$ cat src/rtl/balik_uretici.sv
// balik_uretici
// Stimulus generator for the penguenler hunt-statistics block. It drives a
// packed per-cycle catch bus for five penguins and keeps a running total for
// each one. Once a penguin reaches HEDEF, its field is forced to zero.
// Generation stops when all penguins are done, when the consumer reports
// bitti_in, or when the cycle budget ZAMAN_ASIMI runs out.
//
// Ports
//   saat           clock, rising edge
//   reset          synchronous, active-high
//   basla          start; sampled in BOS and BITTI only
//   mod            0 constant, 1 LFSR, 2 ramp, 3 same as 0
//   sabit          constant field value for mod 0
//   tohum          LFSR seed taken at start (0 -> 16'hACE1)
//   bitti_in       consumer finished
//   avlanan_balik  registered catch bus, penguin 1 in bits [2:0]
//   gecerli        high while generating
//   tamam          per-penguin done mask
//   uretim_bitti   high in BITTI
//   zaman_asimi    run ended purely by timeout
//   dongu_sayisi   generating cycles in the current run
module balik_uretici #(
   parameter int HEDEF       = 28,
   parameter int ZAMAN_ASIMI = 100
) (
   input  logic        saat,
   input  logic        reset,
   input  logic        basla,
   input  logic [1:0]  mod,
   input  logic [2:0]  sabit,
   input  logic [15:0] tohum,
   input  logic        bitti_in,
   output logic [14:0] avlanan_balik,
   output logic        gecerli,
   output logic [4:0]  tamam,
   output logic        uretim_bitti,
   output logic        zaman_asimi,
   output logic [6:0]  dongu_sayisi
);

   typedef enum logic [1:0] {BOS, URET, BITTI} durum_t;

   durum_t            durum, durum_n;
   logic [15:0]       lfsr, lfsr_n;
   logic [4:0][6:0]   toplam, toplam_n;
   logic [4:0][2:0]   alan;
   logic [4:0]        maske, tamam_n;
   logic [6:0]        sayac_n;
   logic              baslat, yukle, bitir, sadece_zaman;

   // State transitions and per-edge actions
   always_comb begin
      durum_n      = durum;
      baslat       = 1'b0;
      yukle        = 1'b0;
      bitir        = 1'b0;
      sadece_zaman = 1'b0;
      case (durum)
         BOS, BITTI: begin
            if (basla) begin
               baslat  = 1'b1;
               durum_n = URET;
            end
         end
         URET: begin
            if ((&tamam) || bitti_in || (dongu_sayisi == 7'(ZAMAN_ASIMI))) begin
               bitir   = 1'b1;
               durum_n = BITTI;
               // The timeout flag is set only when the count limit is the
               // sole reason for stopping.
               sadece_zaman = !(&tamam) && !bitti_in;
            end else begin
               yukle = 1'b1;
            end
         end
         default: durum_n = BOS;
      endcase
   end

   // Values to load on a start or a continue edge. A start loads the seed
   // directly. Later loads use the stepped LFSR, so the fields always come
   // from the value that is being registered.
   always_comb begin
      logic [2:0] ham;
      ham      = '0;
      alan     = '0;
      toplam_n = '0;
      tamam_n  = '0;
      sayac_n  = baslat ? 7'd1 : dongu_sayisi + 7'd1;
      lfsr_n   = baslat ? ((tohum == 16'h0) ? 16'hACE1 : tohum)
                        : ({1'b0, lfsr[15:1]} ^ (lfsr[0] ? 16'hB400 : 16'h0000));
      maske    = baslat ? 5'b0 : tamam;
      for (int i = 0; i < 5; i++) begin
         case (mod)
            2'd1:    ham = lfsr_n[3*i +: 3];
            2'd2:    ham = 3'(sayac_n + 7'(i) - 7'd1);
            default: ham = sabit;
         endcase
         alan[i]     = maske[i] ? 3'd0 : ham;
         toplam_n[i] = (baslat ? 7'd0 : toplam[i]) + {4'd0, alan[i]};
         tamam_n[i]  = maske[i] | (toplam_n[i] >= 7'(HEDEF));
      end
   end

   always_ff @(posedge saat) begin
      if (reset) begin
         durum         <= BOS;
         lfsr          <= '0;
         toplam        <= '0;
         tamam         <= '0;
         avlanan_balik <= '0;
         dongu_sayisi  <= '0;
         zaman_asimi   <= 1'b0;
      end else begin
         durum <= durum_n;
         if (baslat || yukle) begin
            lfsr          <= lfsr_n;
            toplam        <= toplam_n;
            tamam         <= tamam_n;
            avlanan_balik <= alan;
            dongu_sayisi  <= sayac_n;
            if (baslat) zaman_asimi <= 1'b0;
         end else if (bitir) begin
            avlanan_balik <= '0;
            zaman_asimi   <= sadece_zaman;
         end
      end
   end

   assign gecerli      = (durum == URET);
   assign uretim_bitti = (durum == BITTI);

endmodule
$ cat config.mk
export PLATFORM = sky130hd
export DESIGN_NAME = balik_uretici
export DESIGN_NICKNAME = d
export VERILOG_FILES = /design/src/rtl/balik_uretici.sv
export SDC_FILE = /design/constraint.sdc
export NUM_CORES = 1
export LEC_CHECK = 0
export ABC_AREA = 1
export CAP_MARGIN = 25
export CORE_MARGIN = 4
export CORE_UTILIZATION = 39
export CTS_BUF_LIST = sky130_fd_sc_hd__clkbuf_8 sky130_fd_sc_hd__clkbuf_16
export DETAILED_ROUTE_END_ITERATION = 8
export SETUP_SLACK_MARGIN = 0.3
export SYNTH_ARGS = -nofsm -noshare
export SYNTH_HDL_FRONTEND = slang
export SYNTH_SLANG_ARGS = --single-unit
$ cat constraint.sdc
create_clock -name saat -period 5.2 [get_ports saat]
set_clock_uncertainty 0.1 [all_clocks]
set_input_delay 1.56 -clock saat [delete_from_list [all_inputs] [get_ports saat]]
set_output_delay 1.56 -clock saat [all_outputs]
set_load 0.1 [all_outputs]
==> results of run 1 <==
[routing by layer]
metal / up-vias / part of all wire / GRT usage
met2: 132 / 0.47 / 0.341
li1: 2425 / - / -
met5: - / 0 / 0
met1: 2198 / 0.44 / 0.238
met3: 27 / 0.065 / 0.0570
met4: 0 / 0.026 / 0.0744
[worst max-delay path, stage by stage]
cell                              delay [ns]
sky130_fd_sc_hd__clkdlybuf4s50_1        0.50
sky130_fd_sc_hd__inv_1                  0.05
sky130_fd_sc_hd__ha_1                   0.37
sky130_fd_sc_hd__inv_1                  0.24
sky130_fd_sc_hd__nor2_1                 0.08
sky130_fd_sc_hd__inv_1                  0.21
sky130_fd_sc_hd__nand3_1                0.16
sky130_fd_sc_hd__inv_1                  0.08
sky130_fd_sc_hd__ha_1                   0.16
sky130_fd_sc_hd__inv_1                  0.05
sky130_fd_sc_hd__fa_1                   0.39
sky130_fd_sc_hd__o21ai_0                0.18
sky130_fd_sc_hd__nand2_1                0.08
sky130_fd_sc_hd__inv_1                  0.09
sky130_fd_sc_hd__nand2_1                0.05
sky130_fd_sc_hd__nand2_1                0.10
sky130_fd_sc_hd__nor2_1                 0.05
sky130_fd_sc_hd__nand3_1                0.09
sky130_fd_sc_hd__nand4_1                0.08
[report_power, final]
| part | total (mW) | leakage, nW | internal, mW | switching, mW |
|---|---|---|---|---|
| clock | 0.629 | 0.156 | 0.378 | 0.251 |
| combinational | 0.458 | 1.81 | 0.138 | 0.320 |
| sequential | 0.683 | 0.661 | 0.662 | 0.0209 |
[sequential cells by signal, indices dropped and copies added, names as in the netlist]
register / cells
avlanan_balik: 15
lfsr: 16
toplam: 35
zaman_asimi: 1
tamam: 5
durum: 2
dongu_sayisi: 7
[cells in the final DEF (no fill, tap or decap), types with 7 or more instances in the layout]
cell type,instances
sky130_fd_sc_hd__clkdlybuf4s50_1,54
sky130_fd_sc_hd__o21ai_0,41
sky130_fd_sc_hd__dfxtp_1,81
sky130_fd_sc_hd__nand3_1,82
sky130_fd_sc_hd__nand2_1,183
sky130_fd_sc_hd__ha_1,20
sky130_fd_sc_hd__clkbuf_16,9
sky130_fd_sc_hd__inv_1,109
sky130_fd_sc_hd__o21ai_2,7
sky130_fd_sc_hd__o21ai_1,8
sky130_fd_sc_hd__a21oi_1,24
sky130_fd_sc_hd__o22ai_2,13
sky130_fd_sc_hd__nor2_1,76
sky130_fd_sc_hd__nand4_1,15
sky130_fd_sc_hd__buf_4,8
[cell type report]
cell class | count | area (um2) | share of cell area
multi-input cells | 510 | 2710 | 0.464
flip-flops and latches | 81 | 1620 | 0.278
repair buffers | 62 | 601 | 0.103
inverters | 109 | 409 | 0.0701
clock buffers | 10 | 239 | 0.0409
well taps | 168 | 210 | 0.0360
clock inverters | 6 | 51.3 | 0.00878
[kinds of logic after synthesis]
group                    count (synthesis)  synth area share
AND/OR/NAND/NOR                        372             0.325
XOR/XNOR                                10            0.0179
AO/OA/AOI/OAI                          103             0.138
buffers and inverters                  134             0.117
flip-flops                              81             0.331
adder cells (fa/ha/maj)                 25            0.0714
[how the worst min path moves through the flow]
stage                                  from                       to  slack, ns  cells past startpoint
floorplan           toplam[13]$_SDFFE_PP0N_  toplam[13]$_SDFFE_PP0N_       0.33                      2
global placement      lfsr[10]$_SDFFE_PP0N_    lfsr[10]$_SDFFE_PP0N_       0.34                      2
detailed placement    lfsr[10]$_SDFFE_PP0N_    lfsr[10]$_SDFFE_PP0N_       0.35                      2
CTS                 toplam[13]$_SDFFE_PP0N_  toplam[13]$_SDFFE_PP0N_       0.36                      2
global route        toplam[13]$_SDFFE_PP0N_  toplam[13]$_SDFFE_PP0N_       0.38                      2
finish              toplam[13]$_SDFFE_PP0N_  toplam[13]$_SDFFE_PP0N_       0.36                      2
[through the flow]
| stage | hold WS [ns] | setup WS (ns) | cells |
|---|---|---|---|
| after floorplan | 0.326 | 1.33 | 725 |
| after global placement | 0.341 | 0.527 | 930 |
| after CTS | 0.359 | 0.759 | 946 |
| after global routing | 0.382 | 0.477 | 946 |
| final | 0.357 | 0.736 | 946 |
| after detailed placement | 0.349 | 0.402 | 930 |
==> Flow_metrics.wiki, run 1 <==
{| class="wikitable"
! Metric !! Value
|-
| Clk_lat worst skew || 0.35 ns
|-
| Vias in the first global route || 4,758
|-
| Sequential-to-total area share from yosys stat || 0.331
|-
| Synth top area share || 0.331
|-
| P_leak || 2.62 nW
|-
| CTS-repair resized insts || 0
|-
| Most frequent cell after synthesis || sky130_fd_sc_hd__nand2_1
|-
| Unrepaired setup endpoints after global routing || false
|-
| Depth of the worst register-to-register path || 21
|-
| Max Freq || 0.224 GHz
|-
| Run status || completed
|-
| Number of nets produced by synthesis || 775
|-
| Number of search-and-repair iterations in the first detailed-routing pass || 7
|-
| Number of setup buffers added after CTS || 0
|-
| Number of fill cells || 1,231
|-
| Total Die Area || 0.0144 mm2
|-
| Final standard cell utilization of the core || 0.480
|-
| Post-placement cell area || 0.00555 mm2
|-
| Maximum number of pins on one net before global-route repair || 34
|-
| Antenna violations before repair || 0
|-
| Wire per inst || 14.5 um
|-
| Asr flop ratio synth || 0
|-
| Number of flops mapped to enable cells by yosys || 0
|-
| Worst setup SP type || input port
|-
| Post-synthesis average cell area || 6.77 um2
|-
| # Max-Cap Violations || 0
|-
| Clock Tree Root || sky130_fd_sc_hd__clkbuf_16
|-
| Reg2reg start || dongu_sayisi[0]$_SDFFE_PP0N_
|-
| Initial drt markers || 338
|-
| WS Path Type || input port to flip-flop
|-
| Effective utilization at floorplan || 0.403
|-
| Final instance area || 0.00584 mm2
|-
| Number of standard-cell rows in the floorplan || 40
|-
| Synth area leader || sky130_fd_sc_hd__dfxtp_1
|-
| Minimum clock period || 4.46 ns
|-
| Power consumption || 1.77 mW
|-
| Max-slew violation count || 0
|-
| Worst-Margin Slew || 0.997 ns
|-
| Power density over the cells || 303 mW/mm2
|-
| Die extent in y || 120 um
|-
| Overflow left after global routing || 0
|-
| Residual antenna-violating net count after detailed routing || 0
|-
| IR drop worst, VDD || 0.000269 V
|-
| Count of input and output buffers || 54
|-
| Ratio of cells with drive above 1 in the final layout || 0.0720
|-
| Critical path startpoint || mod[0]
|-
| Horiz. Die Dim || 120 um
|-
| Count of unresolved DRC violations after routing || 0
|-
| Post-Route WL || 13.7 mm
|-
| Crit Path Max Fanout || 8
|-
| Tcrit/Tclk final || 0.858
|-
| GPL Wtd Cong || 0.858
|-
| Post-synth top cells || 183 x sky130_fd_sc_hd__nand2_1, 106 x sky130_fd_sc_hd__inv_1, 82 x sky130_fd_sc_hd__nand3_1
|-
| Flops & latches, synth || 81
|-
| Number of buffers created by CTS || 9
|-
| Syn Std Cell Area || 0.00491 mm2
|-
| Final number of setup-violating endpoints || 0
|-
| Number of antenna repair diodes || 0
|-
| Count of clock tree sinks || 81
|-
| Register-to-register path setup slack || 1.80 ns
|-
| Boundary pin count || 55
|-
| Required @ worst endpoint || 5.32 ns
|-
| Number of hold-repair buffers added at the cts stage || 0
|-
| Worst Setup EP || tamam[1]$_SDFFE_PP0N_
|-
| Total vias in the final route || 4,782
|-
| Core area || 0.0122 mm2
|-
| Hold Vio Cnt, Final || 0
|-
| Count of different cell masters after synthesis || 39
|-
| Clock tree from TritonCTS || built
|-
| Main synth FF type || sky130_fd_sc_hd__dfxtp_1
|-
| Count of mapped cells out of synthesis || 725
|-
| Growth of design area from synthesis to finish || 19.1%
|-
| Critical path capture point type || flip-flop
|-
| CP Data Arrival Time || 4.59 ns
|-
| Final-layout setup total negative slack || 0 ns
|-
| Mean number of vias per cell || 5.05
|-
| Wire length of the first global-routing pass || 23.0 mm
|-
| Yosys warning total || 0
|-
| Worst slew slack as a fraction of its limit || 0.333
|-
| Max clock buf depth || 2
|-
| Clock input transition at the sequential cells of the worst setup and hold paths || 0.06 ns
|-
| HPWL after DPL || 10.2 mm
|-
| Endpoint of the worst register-to-register path || tamam[2]$_SDFFE_PP0N_
|-
| GRT Total Usage || 0.200
|-
| Dominant cells by area after synthesis || sky130_fd_sc_hd__dfxtp_1 33%, sky130_fd_sc_hd__nand2_1 14%, sky130_fd_sc_hd__nand3_1 8.4%, sky130_fd_sc_hd__inv_1 8.1%, sky130_fd_sc_hd__nor2_1 5.8%
|-
| NumNets Final || 823
|-
| Path class of the lowest-slack min-delay path || flip-flop to flip-flop
|-
| H-tree depth || 3
|}
Note: power is estimated with default switching activity, not from simulation.
==> run 2, diff against run 1 <==
- SLEW_MARGIN: default -> 10
==> results of run 2 <==
Final layout, timing and power as in run 1 (identical DEF).
==> run 3, diff against run 2 <==
- CORE_MARGIN: 4 -> 3
==> Flow_metrics.wiki, run 3 (synthesized netlist as in run 1, its figures left out) <==
{| class="wikitable"
! Metric !! Value
|-
| Run status || completed
|-
| Slowest-stage cell, CP || sky130_fd_sc_hd__clkdlybuf4s50_1
|-
| Post-Route WL || 13.6 mm (-1.0%)
|-
| Number of search-and-repair iterations in the first detailed-routing pass || 5 (-2)
|-
| Critical path capture point type || flip-flop
|-
| Worst setup SP type || input port
|-
| Ordered list of cells on the worst path || clkdlybuf4s50_1, inv_1, ha_1, inv_1, nor2_1, inv_1, nand3_1, inv_1, ha_1, inv_1, fa_1, o21ai_0, nand2_1, inv_1, nand3_1, nand2_1, nand2_1, nand2_1, nand4_1
|-
| Wire length of the first global-routing pass || 22.7 mm (-1.4%)
|-
| Max reg flops || 35 (unchanged)
|-
| Non-filler instance count after layout || 946 (unchanged)
|-
| Post-placement cell area || 0.00555 mm2 (unchanged)
|-
| Pre-CTS setup slack || 0.403 ns (+0.000998 ns)
|-
| Vias in the first global route || 4,574 (-3.9%)
|-
| Clock input transition at the sequential cells of the worst setup and hold paths || 0.06 ns (about the same)
|-
| Horiz. Die Dim || 118 um (-1.7%)
|-
| Worst slew slack as a fraction of its limit || 0.339 (+0.00609)
|-
| H-tree depth || 3 (unchanged)
|-
| Count of input and output buffers || 54 (unchanged)
|-
| GRT Total Usage || 0.202 (+0.00220)
|-
| Tcrit/Tclk final || 0.859 (about the same)
|-
| P_leak || 2.62 nW (-0.32%)
|-
| Power consumption || 1.74 mW (-1.9%)
|-
| Final instance area || 0.00583 mm2 (-0.26%)
|-
| Commonest non-fill, non-tap cells in the layout || 183 x sky130_fd_sc_hd__nand2_1, 108 x sky130_fd_sc_hd__inv_1, 82 x sky130_fd_sc_hd__nand3_1
|-
| Clk_lat worst skew || 0.35 ns (about the same)
|-
| Maximum number of pins on one net before global-route repair || 34 (unchanged)
|-
| Crit Path Max Fanout || 8 (unchanged)
|-
| Top cell family by delay on the critical path || buffers and inverters
|-
| Core area || 0.0122 mm2 (unchanged)
|-
| Register bank with the most flops || toplam
|-
| Die extent in y || 118 um (-1.7%)
|-
| Number of standard-cell rows in the floorplan || 40 (unchanged)
|-
| Cell occurring most often along the worst timing path || sky130_fd_sc_hd__inv_1
|-
| Final worst-path setup slack || 0.733 ns (-0.00281 ns)
|-
| NumNets Final || 823 (unchanged)
|-
| Largest stage delay, worst path || 0.50 ns (about the same)
|-
| Wire per inst || 14.4 um (-1.0%)
|-
| Final number of setup-violating endpoints || 0 (unchanged)
|-
| Path class of the lowest-slack min-delay path || flip-flop to flip-flop
|-
| WP buf/inv || 7 (unchanged)
|-
| # Max-Cap Violations || 0 (unchanged)
|-
| Max-slew violation count || 0 (unchanged)
|-
| Number of placed instances with taps included || 930 (unchanged)
|-
| Growth of design area from synthesis to finish || 18.7%
|-
| Count of unresolved DRC violations after routing || 0 (unchanged)
|-
| Number of antenna repair diodes || 0 (unchanged)
|-
| Clock Tree Root || sky130_fd_sc_hd__clkbuf_16
|-
| Boundary pin count || 55 (unchanged)
|-
| Leading cell type in the layout, fill and taps excluded || sky130_fd_sc_hd__nand2_1
|-
| Number of fill cells || 1,242 (+0.89%)
|-
| Total Die Area || 0.0140 mm2 (-3.3%)
|-
| HPWL after DPL || 10.0 mm (-1.6%)
|-
| Final-layout setup total negative slack || 0 ns (unchanged)
|-
| Count of clock tree sinks || 81 (unchanged)
|-
| WS Path Type || input port to flip-flop
|-
| CTS-repair resized insts || 0 (unchanged)
|-
| Number of buffers created by CTS || 9 (unchanged)
|-
| Number of hold-repair buffers added at the cts stage || 0 (unchanged)
|-
| Power density over the cells || 298 mW/mm2 (-1.6%)
|-
| Worst hold-check slack || 0.356 ns (-0.000454 ns)
|-
| Max clock buf depth || 2 (unchanged)
|-
| Initial drt markers || 340 (+0.59%)
|-
| Minimum clock period || 4.47 ns (+0.00281 ns)
|-
| Residual antenna-violating net count after detailed routing || 0 (unchanged)
|-
| Effective utilization at floorplan || 0.403 (unchanged)
|-
| Clock tree from TritonCTS || built
|-
| Total vias in the final route || 4,756 (-0.54%)
|-
| Registers with the most flip-flops || toplam: 35 flops, lfsr: 16 flops, avlanan_balik: 15 flops
|-
| Final standard cell utilization of the core || 0.479 (-0.00123)
|-
| CP Data Arrival Time || 4.59 ns (about the same)
|-
| Overflow left after global routing || 0 (unchanged)
|-
| Max Freq || 0.224 GHz (about the same)
|-
| IR drop worst, VDD || 0.000231 V (-14%)
|-
| Unrepaired setup endpoints after global routing || false
|-
| Mean number of vias per cell || 5.03 (-0.54%)
|-
| Worst-Margin Slew || 0.988 ns (-0.00911 ns)
|-
| Multi-input gate area in the final layout || 0.00271 mm2 (unchanged)
|-
| Ratio of cells with drive above 1 in the final layout || 0.0733 (+0.00129)
|-
| Number of setup buffers added after CTS || 0 (unchanged)
|-
| Required @ worst endpoint || 5.33 ns (about the same)
|-
| GPL Wtd Cong || 0.858 (-0.10%)
|-
| Antenna violations before repair || 0 (unchanged)
|-
| Area taken by flip-flops and latches || 0.00162 mm2 (unchanged)
|-
| Hold Vio Cnt, Final || 0 (unchanged)
|}
[run 3: cell count changes in the layout (fill, tap and decap cells not counted), sizes merged]
| cell | change |
|---|---|
| bufinv | -1 |
| clkbuf | +1 |
| clkinv | +1 |
| inv | -1 |
[run 3: path summary, 6_finish.rpt]
kind	start	end	slack (ns)	cells after the start
setup / recovery	mod[0]	tamam[1]$_SDFFE_PP0N_	0.73	19
hold / removal	toplam[24]$_SDFFE_PP0N_	toplam[24]$_SDFFE_PP0N_	0.36	2
setup reg to reg	dongu_sayisi[0]$_SDFFE_PP0N_	tamam[3]$_SDFFE_PP0N_	1.97	16
hold reg to reg	toplam[24]$_SDFFE_PP0N_	toplam[24]$_SDFFE_PP0N_	0.36	2
[run 3: area by class of cell]
type,count,area share
Tap cell,168,0.0361
Sequential cell,81,0.278
Clock inverter,5,0.00387
Inverter,109,0.0702
Multi-Input combinational cell,510,0.465
Clock buffer,11,0.0434
Timing Repair Buffer,62,0.103
[run 3: power by group]
group / switching, mW / total [mW] / internal [mW]
registers: 0.0207 / 0.683 / 0.662
clock network: 0.252 / 0.596 / 0.343
logic: 0.320 / 0.457 / 0.137
total: 0.593 / 1.74 / 1.14
[run 3: per-layer routing]
| metal | vias up | global-route usage | wire length, um |
|---|---|---|---|
| met4 | 0 | 0.0725 | 314 |
| met1 | 2211 | 0.260 | 6420 |
| met5 | - | 0 | 0 |
| met2 | 96 | 0.332 | 6260 |
| li1 | 2423 | - | - |
| met3 | 26 | 0.0469 | 600 |
[run 3: worst register-to-register path, stage by stage, from the launching register on]
cell and delay, ns:
sky130_fd_sc_hd__dfxtp_1 0.46, sky130_fd_sc_hd__inv_1 0.13, sky130_fd_sc_hd__ha_1 0.33, sky130_fd_sc_hd__inv_1 0.06, sky130_fd_sc_hd__nor2_1 0.26, sky130_fd_sc_hd__nand2_1 0.15
sky130_fd_sc_hd__o21ai_0 0.10, sky130_fd_sc_hd__a21oi_1 0.10, sky130_fd_sc_hd__a21boi_0 0.32, sky130_fd_sc_hd__ha_1 0.27, sky130_fd_sc_hd__nand2_1 0.08, sky130_fd_sc_hd__a21oi_1 0.19
sky130_fd_sc_hd__nand2_1 0.09, sky130_fd_sc_hd__o21ai_0 0.15, sky130_fd_sc_hd__nand2_1 0.09, sky130_fd_sc_hd__o21ai_1 0.17, sky130_fd_sc_hd__nand2_1 0.07
